File: src/rtl/i2c_target_regfile.sv
// I2C target (7-bit address) with an auto-incrementing 8-bit register file.
// SCL/SDA are oversampled on clk; an optional per-register even parity bit flags corrupted bus reads.
module i2c_target_regfile #(
  parameter int NUM_REGS    = 16,
  parameter int SYNC_STAGES = 2,
  parameter int PARITY_EN   = 0,
  localparam int IDX_W      = (NUM_REGS > 1) ? $clog2(NUM_REGS) : 1
) (
  input  logic             clk,
  input  logic             rst_n,
  input  logic [6:0]       slave_addr,
  input  logic             scl_i,
  input  logic             sda_i,
  output logic             sda_oe,
  input  logic [IDX_W-1:0] app_idx,
  output logic [7:0]       app_rdata,
  output logic             bus_wr_pulse,
  output logic [IDX_W-1:0] bus_wr_idx,
  output logic [7:0]       bus_wr_data,
  output logic             busy,
  input  logic             par_inject,
  output logic             parity_err
);

  localparam logic [2:0] ST_IDLE = 3'd0;
  localparam logic [2:0] ST_ADDR = 3'd1;
  localparam logic [2:0] ST_PTR  = 3'd2;
  localparam logic [2:0] ST_WR   = 3'd3;
  localparam logic [2:0] ST_RD   = 3'd4;
  localparam logic [2:0] ST_WAIT = 3'd5;

  function automatic logic even_par(input logic [7:0] d);
    return ^d;
  endfunction

  function automatic logic [IDX_W-1:0] next_ptr(input logic [IDX_W-1:0] p);
    if (32'(p) == 32'(NUM_REGS - 1)) begin
      return {IDX_W{1'b0}};
    end else begin
      return p + IDX_W'(1);
    end
  endfunction

  logic [SYNC_STAGES-1:0] r_scl_sync;
  logic [SYNC_STAGES-1:0] r_sda_sync;
  logic                   r_scl_q;
  logic                   r_sda_q;

  logic [2:0]             r_state;
  logic [3:0]             r_bit_cnt;
  logic                   r_ack;
  logic [7:0]             r_shift;
  logic [IDX_W-1:0]       r_ptr;
  logic                   r_busy;
  logic                   r_sda_oe;
  logic                   r_rw;
  logic                   r_mack;
  logic                   r_wr_pulse;
  logic [IDX_W-1:0]       r_wr_idx;
  logic [7:0]             r_wr_data;
  logic                   r_par_err;
  logic                   r_inj_pend;
  logic [7:0]             r_regs [NUM_REGS];
  logic                   r_par  [NUM_REGS];

  logic w_scl;
  logic w_sda;
  logic w_scl_rise;
  logic w_scl_fall;
  logic w_start;
  logic w_stop;
  logic w_ptr_ok;
  logic w_do_load;
  logic [7:0] w_rd_byte;
  logic w_rd_par_bad;

  assign w_scl      = r_scl_sync[SYNC_STAGES-1];
  assign w_sda      = r_sda_sync[SYNC_STAGES-1];
  assign w_scl_rise = w_scl & ~r_scl_q;
  assign w_scl_fall = ~w_scl & r_scl_q;
  assign w_start    = r_scl_q & w_scl & r_sda_q & ~w_sda;
  assign w_stop     = r_scl_q & w_scl & ~r_sda_q & w_sda;
  assign w_ptr_ok   = (32'(r_shift) < 32'(NUM_REGS));
  assign w_rd_byte  = r_regs[r_ptr];
  assign w_rd_par_bad = (PARITY_EN != 0) && (even_par(w_rd_byte) != r_par[r_ptr]);

  // A read byte is fetched on the SCL fall closing our address ACK or a master ACK.
  assign w_do_load = ~w_start & ~w_stop & w_scl_fall & r_ack &
                     (((r_state == ST_ADDR) & r_rw) | ((r_state == ST_RD) & r_mack));

  // Pin synchronisers plus one delayed copy for edge and START/STOP detection.
  always_ff @(posedge clk or negedge rst_n) begin
    if (!rst_n) begin
      r_scl_sync <= {SYNC_STAGES{1'b1}};
      r_sda_sync <= {SYNC_STAGES{1'b1}};
      r_scl_q    <= 1'b1;
      r_sda_q    <= 1'b1;
    end else begin
      r_scl_sync <= {r_scl_sync[SYNC_STAGES-2:0], scl_i};
      r_sda_sync <= {r_sda_sync[SYNC_STAGES-2:0], sda_i};
      r_scl_q    <= w_scl;
      r_sda_q    <= w_sda;
    end
  end

  // Protocol FSM, register file and bus-side strobes.
  always_ff @(posedge clk or negedge rst_n) begin
    if (!rst_n) begin
      r_state    <= ST_IDLE;
      r_bit_cnt  <= 4'd0;
      r_ack      <= 1'b0;
      r_shift    <= 8'd0;
      r_ptr      <= {IDX_W{1'b0}};
      r_busy     <= 1'b0;
      r_sda_oe   <= 1'b0;
      r_rw       <= 1'b0;
      r_mack     <= 1'b0;
      r_wr_pulse <= 1'b0;
      r_wr_idx   <= {IDX_W{1'b0}};
      r_wr_data  <= 8'd0;
      r_par_err  <= 1'b0;
      r_inj_pend <= 1'b0;
      for (int i = 0; i < NUM_REGS; i++) begin
        r_regs[i] <= 8'd0;
        r_par[i]  <= 1'b0;
      end
    end else begin
      r_wr_pulse <= 1'b0;
      r_par_err  <= 1'b0;
      if (par_inject) begin
        r_inj_pend <= 1'b1;
      end
      if (w_start) begin
        r_state   <= ST_ADDR;
        r_bit_cnt <= 4'd0;
        r_ack     <= 1'b0;
        r_sda_oe  <= 1'b0;
      end else if (w_stop) begin
        r_state   <= ST_IDLE;
        r_bit_cnt <= 4'd0;
        r_ack     <= 1'b0;
        r_sda_oe  <= 1'b0;
        r_busy    <= 1'b0;
      end else begin
        case (r_state)
          ST_ADDR, ST_PTR, ST_WR: begin
            if (w_scl_rise && !r_ack && (r_bit_cnt < 4'd8)) begin
              r_shift   <= {r_shift[6:0], w_sda};
              r_bit_cnt <= r_bit_cnt + 4'd1;
            end else if (w_scl_fall && !r_ack && (r_bit_cnt == 4'd8)) begin
              case (r_state)
                ST_ADDR: begin
                  if (r_shift[7:1] == slave_addr) begin
                    r_ack    <= 1'b1;
                    r_sda_oe <= 1'b1;
                    r_busy   <= 1'b1;
                    r_rw     <= r_shift[0];
                  end else begin
                    r_state <= ST_IDLE;
                    r_busy  <= 1'b0;
                  end
                end
                ST_PTR: begin
                  if (w_ptr_ok) begin
                    r_ptr    <= r_shift[IDX_W-1:0];
                    r_ack    <= 1'b1;
                    r_sda_oe <= 1'b1;
                  end else begin
                    r_state <= ST_IDLE;
                    r_busy  <= 1'b0;
                  end
                end
                default: begin
                  // Injected fault: store the inverted parity so the next read flags it.
                  r_regs[r_ptr] <= r_shift;
                  r_par[r_ptr]  <= even_par(r_shift) ^ (r_inj_pend | par_inject);
                  r_inj_pend    <= 1'b0;
                  r_wr_pulse    <= 1'b1;
                  r_wr_idx      <= r_ptr;
                  r_wr_data     <= r_shift;
                  r_ptr         <= next_ptr(r_ptr);
                  r_ack         <= 1'b1;
                  r_sda_oe      <= 1'b1;
                end
              endcase
            end else if (w_scl_fall && r_ack) begin
              r_ack     <= 1'b0;
              r_bit_cnt <= 4'd0;
              r_sda_oe  <= 1'b0;
              if (r_state == ST_ADDR) begin
                r_state <= r_rw ? ST_RD : ST_PTR;
              end else begin
                r_state <= ST_WR;
              end
            end
          end
          ST_RD: begin
            if (w_scl_fall && !r_ack) begin
              if (r_bit_cnt < 4'd8) begin
                r_sda_oe  <= ~r_shift[7];
                r_shift   <= {r_shift[6:0], 1'b0};
                r_bit_cnt <= r_bit_cnt + 4'd1;
              end else begin
                r_sda_oe <= 1'b0;
                r_ack    <= 1'b1;
                r_mack   <= 1'b0;
              end
            end else if (w_scl_rise && r_ack) begin
              r_mack <= ~w_sda;
            end else if (w_scl_fall && r_ack && !r_mack) begin
              r_state <= ST_WAIT;
              r_ack   <= 1'b0;
            end
          end
          default: begin
            r_ack <= 1'b0;
          end
        endcase
        if (w_do_load) begin
          r_state   <= ST_RD;
          r_shift   <= {w_rd_byte[6:0], 1'b0};
          r_sda_oe  <= ~w_rd_byte[7];
          r_bit_cnt <= 4'd1;
          r_ack     <= 1'b0;
          r_ptr     <= next_ptr(r_ptr);
          r_par_err <= w_rd_par_bad;
        end
      end
    end
  end

  // Local read port; indices beyond the file read as zero.
  always_comb begin
    app_rdata = 8'd0;
    if (32'(app_idx) < 32'(NUM_REGS)) begin
      app_rdata = r_regs[app_idx];
    end else begin
      app_rdata = 8'd0;
    end
  end

  assign sda_oe       = r_sda_oe;
  assign busy         = r_busy;
  assign bus_wr_pulse = r_wr_pulse;
  assign bus_wr_idx   = r_wr_idx;
  assign bus_wr_data  = r_wr_data;
  assign parity_err   = (PARITY_EN != 0) ? r_par_err : 1'b0;

endmodule

File: config.mk
export PLATFORM = sky130hd
export DESIGN_NAME = i2c_target_regfile
export DESIGN_NICKNAME = d
export VERILOG_FILES = /design/src/rtl/i2c_target_regfile.sv
export SDC_FILE = /design/constraint.sdc
export NUM_CORES = 1
export LEC_CHECK = 0
export CAP_MARGIN = 20
export CORE_AREA = 2 2 179 181
export CTS_CLUSTER_DIAMETER = 80
export DETAILED_ROUTE_END_ITERATION = 10
export DIE_AREA = 0 0 181 183
export PLACE_DENSITY = 0.49
export SYNTH_ARGS = -nofsm -noshare
export SYNTH_HDL_FRONTEND = slang
export SYNTH_SLANG_ARGS = --single-unit
File: constraint.sdc
create_clock -name clk -period 9.9 [get_ports clk]
set_input_delay 2.97 -clock clk [delete_from_list [all_inputs] [get_ports clk]]
set_output_delay 2.97 -clock clk [all_outputs]
set_load 0.01 [all_outputs]
==> qor.txt <==
Status: finished clean
CTS buffer count: 17
DRT iter0 DRCs: 492
Share of synthesized registers carrying an async set or reset: 1.000
Final Max Tran Viols: 0
Row count: 65
Initial antenna violation count: 0
Worst-path clk slew: 0.06 ns
Final RePlAce weighted congestion: 0.7828
Ports: 40
CP top delay family: buffers and inverters
Slowest cell delay on critical path: 0.53 ns
Vias in the first global route: 6293
Worst-path cell chain: buf_2 > buf_4 > mux4_2 > mux4_2 > clkdlybuf4s50_1
Met2 WL: 12570 µm
TritonCTS clock tree: done
DRT Wirelength: 25210 µm
Layout filler cell count: 3097
Crit path buffers/inverters: 3
Logic gate share of total power: 0.075
Hold Violations, Final: 0
Syn Std Cell Area: 9224 µm²
Finished Layout Cells: 1093
NetSw: 484.5 µW
Overflow after GRT: 0
Top FF cell, synth: dfrtp_1
Seq/Total Area, Yosys: 0.4647
Startpoint Class: primary input
Area Overhead vs Synth: 14.51%
Slowest-stage cell, CP: mux4_2
TritonCTS Sinks: 171
Dpl cells: 1060
Synthesized flop and latch total: 171
DRT met1 WL: 11080 µm
Hold Buf Count CTS: 0
Rel. slew slack: 0.3221
Die Span X: 181 µm
I/O Buffers: 37
Top Layer Used: met4
Power Dens Cells: 153.3 nW/µm²
Top area cells in the synthesized netlist: dfrtp_1 45%, mux4_2 19%, mux2_2 16%, nand2_1 2.0%, mux2i_1 1.8%
Net count reported at finish: 700
Post-synth EDFFs: 0
Via density: 5.375
Unrepaired setup endpoints after global routing: false
Clock skew: 0.01267 ns
Most used cell, CP: mux4_2
Synth Instances: 665
H-tree levels: 4
Die ar.: 33120 µm²
Area fraction of the dominant cell type after synthesis: 0.4476
Distinct cells, synth: 64
Clk_lat worst skew: 0.44 ns
Setup bufs post-CTS: 0
Detailed placement HPWL: 16020 µm
DRT Pass-1 Iters: 4
Post-CTS sizing: 0
HP Class: reg -> reg
Starting utilization of the core area: 0.2954
Mapped Nets: 687
Number of max-cap violations: 0
Slew @ Worst Pin: 1.017 ns
Core area: 31230 µm²
Tmin final: 8.352 ns
Vias post-DR: 5875
Cell Area, Placed: 9942 µm²
Internal Power: 1.134 mW
Die H: 183 µm
Crit path kind: in -> out
Avg WL per Cell: 23.07 µm
N_diodes: 0
Largest net degree at the start of global routing: 94
YS warnings: 0
Clock share of power: 0.419
Syn avg cell area: 13.87 µm²
Met3 wire len: 980 µm
Total track usage: 0.1588
Max Freq: 119.7 MHz
Area leader, netlist: dfrtp_1
Switching part of the total: 0.2993
Root Driver: clkbuf_16
Design Area, Final: 10560 µm²
Lkg Pwr: 4.588 nW
Critical Path RT: 6.93 ns
Proportion of layout cells with a drive suffix above 1: 0.3994
Wire length of the first global-routing pass: 39240 µm
TNS Setup: 0 ns
Antenna viol nets, final: 0
Max VDD drop: 115.4 µV
Finish-stage setup viols: 0
Sequential share of power: 0.505
CP max FO: 17
CP arrival: 5.38 ns
Tcrit/Tclk final: 0.8437
Clock Path Buffers: 2
Post-route DRC: 0
Worst setup EP type: output pin
[per-layer routing]
layer / track usage / up-vias
li1: - / 2552
met1: 0.2085 / 3143
met2: 0.2688 / 150
met3: 0.02403 / 30
met4: 0.05593 / 0
met5: 0 / -
[registers in the layout, summed over array words and instances, names as in the netlist, 2 cells and up]
register and flops:
r_regs 128, bus_wr_data 8, r_shift 8, bus_wr_idx 4, r_bit_cnt 4, r_ptr 4
r_state 3, r_scl_sync 2, r_sda_sync 2
[cells by family after synthesis]
family,synth area share
muxes,0.3627
adders and majority gates,0.008139
buffers and inverters,0.02862
other,0.0004066
DFF,0.4647
xor gates and xnor gates,0.007597
and+or+nand+nor,0.07936
AOI/OAI and AO/OA,0.04843
[area by class of cell]
| class | count | area [µm²] | area share |
|---|---|---|---|
| inverter | 10 | 37.54 | 0.003554 |
| sequential | 171 | 4289 | 0.4061 |
| tap | 402 | 503.0 | 0.04762 |
| multi-input combinational | 431 | 4678 | 0.4429 |
| timing repair buffer | 47 | 461.7 | 0.04371 |
| clock buffer | 18 | 439.2 | 0.04158 |
| clock inverter | 14 | 153.9 | 0.01457 |
[power by group through the flow]
stage / clock network (mW) / registers, mW / logic, mW
CTS: 0.694 / 0.819 / 0.122
floorplan: 0 / 0.744 / 0.139
global route: 0.727 / 0.828 / 0.137
detailed placement: 0 / 0.832 / 0.121
finish: 0.679 / 0.818 / 0.122
global placement: 0 / 0.828 / 0.119
[worst paths after layout]
path / startpoint / endpoint / slack, ns / cells past startpoint
worst min register to register: r_scl_sync[0]$_DFF_PN1_ / r_scl_sync[1]$_DFF_PN1_ / 0.36 / 0
worst max-delay path: app_idx[0] / app_rdata[1] / 1.55 / 5
min in group asynchronous: rst_n / r_bit_cnt[3]$_DFFE_PN0P_ / 2.62 / 1
worst min-delay path: r_scl_sync[0]$_DFF_PN1_ / r_scl_sync[1]$_DFF_PN1_ / 0.36 / 0
worst max register to register: r_scl_q$_DFF_PN1_ / r_regs[41]$_DFFE_PN0P_ / 6.89 / 6
max in group asynchronous: rst_n / r_ptr[0]$_DFFE_PN0P_ / 5.91 / 3
[cell usage in the layout (no fill, tap or decap), types with 3 or more instances in the layout]
cell and count:
inv_8 4, clkinvlp_4 3, and3_1 3, dfrtp_1 163
clkdlybuf4s50_1 35, a221oi_1 3, o21ai_0 20, nor2_1 18
a31oi_1 3, clkbuf_16 17, inv_1 9, dfstp_2 6
buf_4 9, nand2b_1 3, inv_6 3, nand3b_1 3
nand2_1 49, mux4_2 76, nor2b_1 6, mux2_2 129
and4_1 3, nand3_1 11, xnor2_1 8, a21oi_1 13
nand3_2 4, nor3b_1 3, nand4_1 3, ha_1 6
mux2i_1 17
[cells in the mapped netlist, types with 3 or more instances]
| cell type | number |
|---|---|
| a31oi_1 | 3 |
| nor2b_1 | 6 |
| and4_1 | 3 |
| dfstp_2 | 6 |
| nand3_1 | 11 |
| and3_1 | 3 |
| nor2_1 | 18 |
| mux4_2 | 76 |
| xnor2_1 | 8 |
| nor3b_1 | 3 |
| ha_1 | 6 |
| o21ai_0 | 20 |
| nand2_1 | 49 |
| clkbuf_1 | 31 |
| nand2b_1 | 3 |
| a21oi_1 | 13 |
| mux2_2 | 129 |
| buf_1 | 4 |
| buf_2 | 16 |
| dfrtp_1 | 165 |
| nand4_1 | 3 |
| a221oi_1 | 3 |
| inv_1 | 9 |
| nand3b_1 | 3 |
| nand3_2 | 4 |
| mux2i_1 | 17 |
[metrics by stage]
stage	hold WS (ns)	power (mW)	util	worst slack, ns
2_1_floorplan	0.3452	0.8832	-	2.418
3_3_place_gp	0.3477	0.9471	0.3183	1.501
3_5_place_dp	0.3519	0.9535	0.3183	1.487
4_1_cts	0.3614	1.636	0.3373	1.490
5_1_grt	0.3644	1.692	0.3382	1.414
6_report	0.3584	1.619	0.3382	1.548
Note: power is estimated with default switching activity, not from simulation.
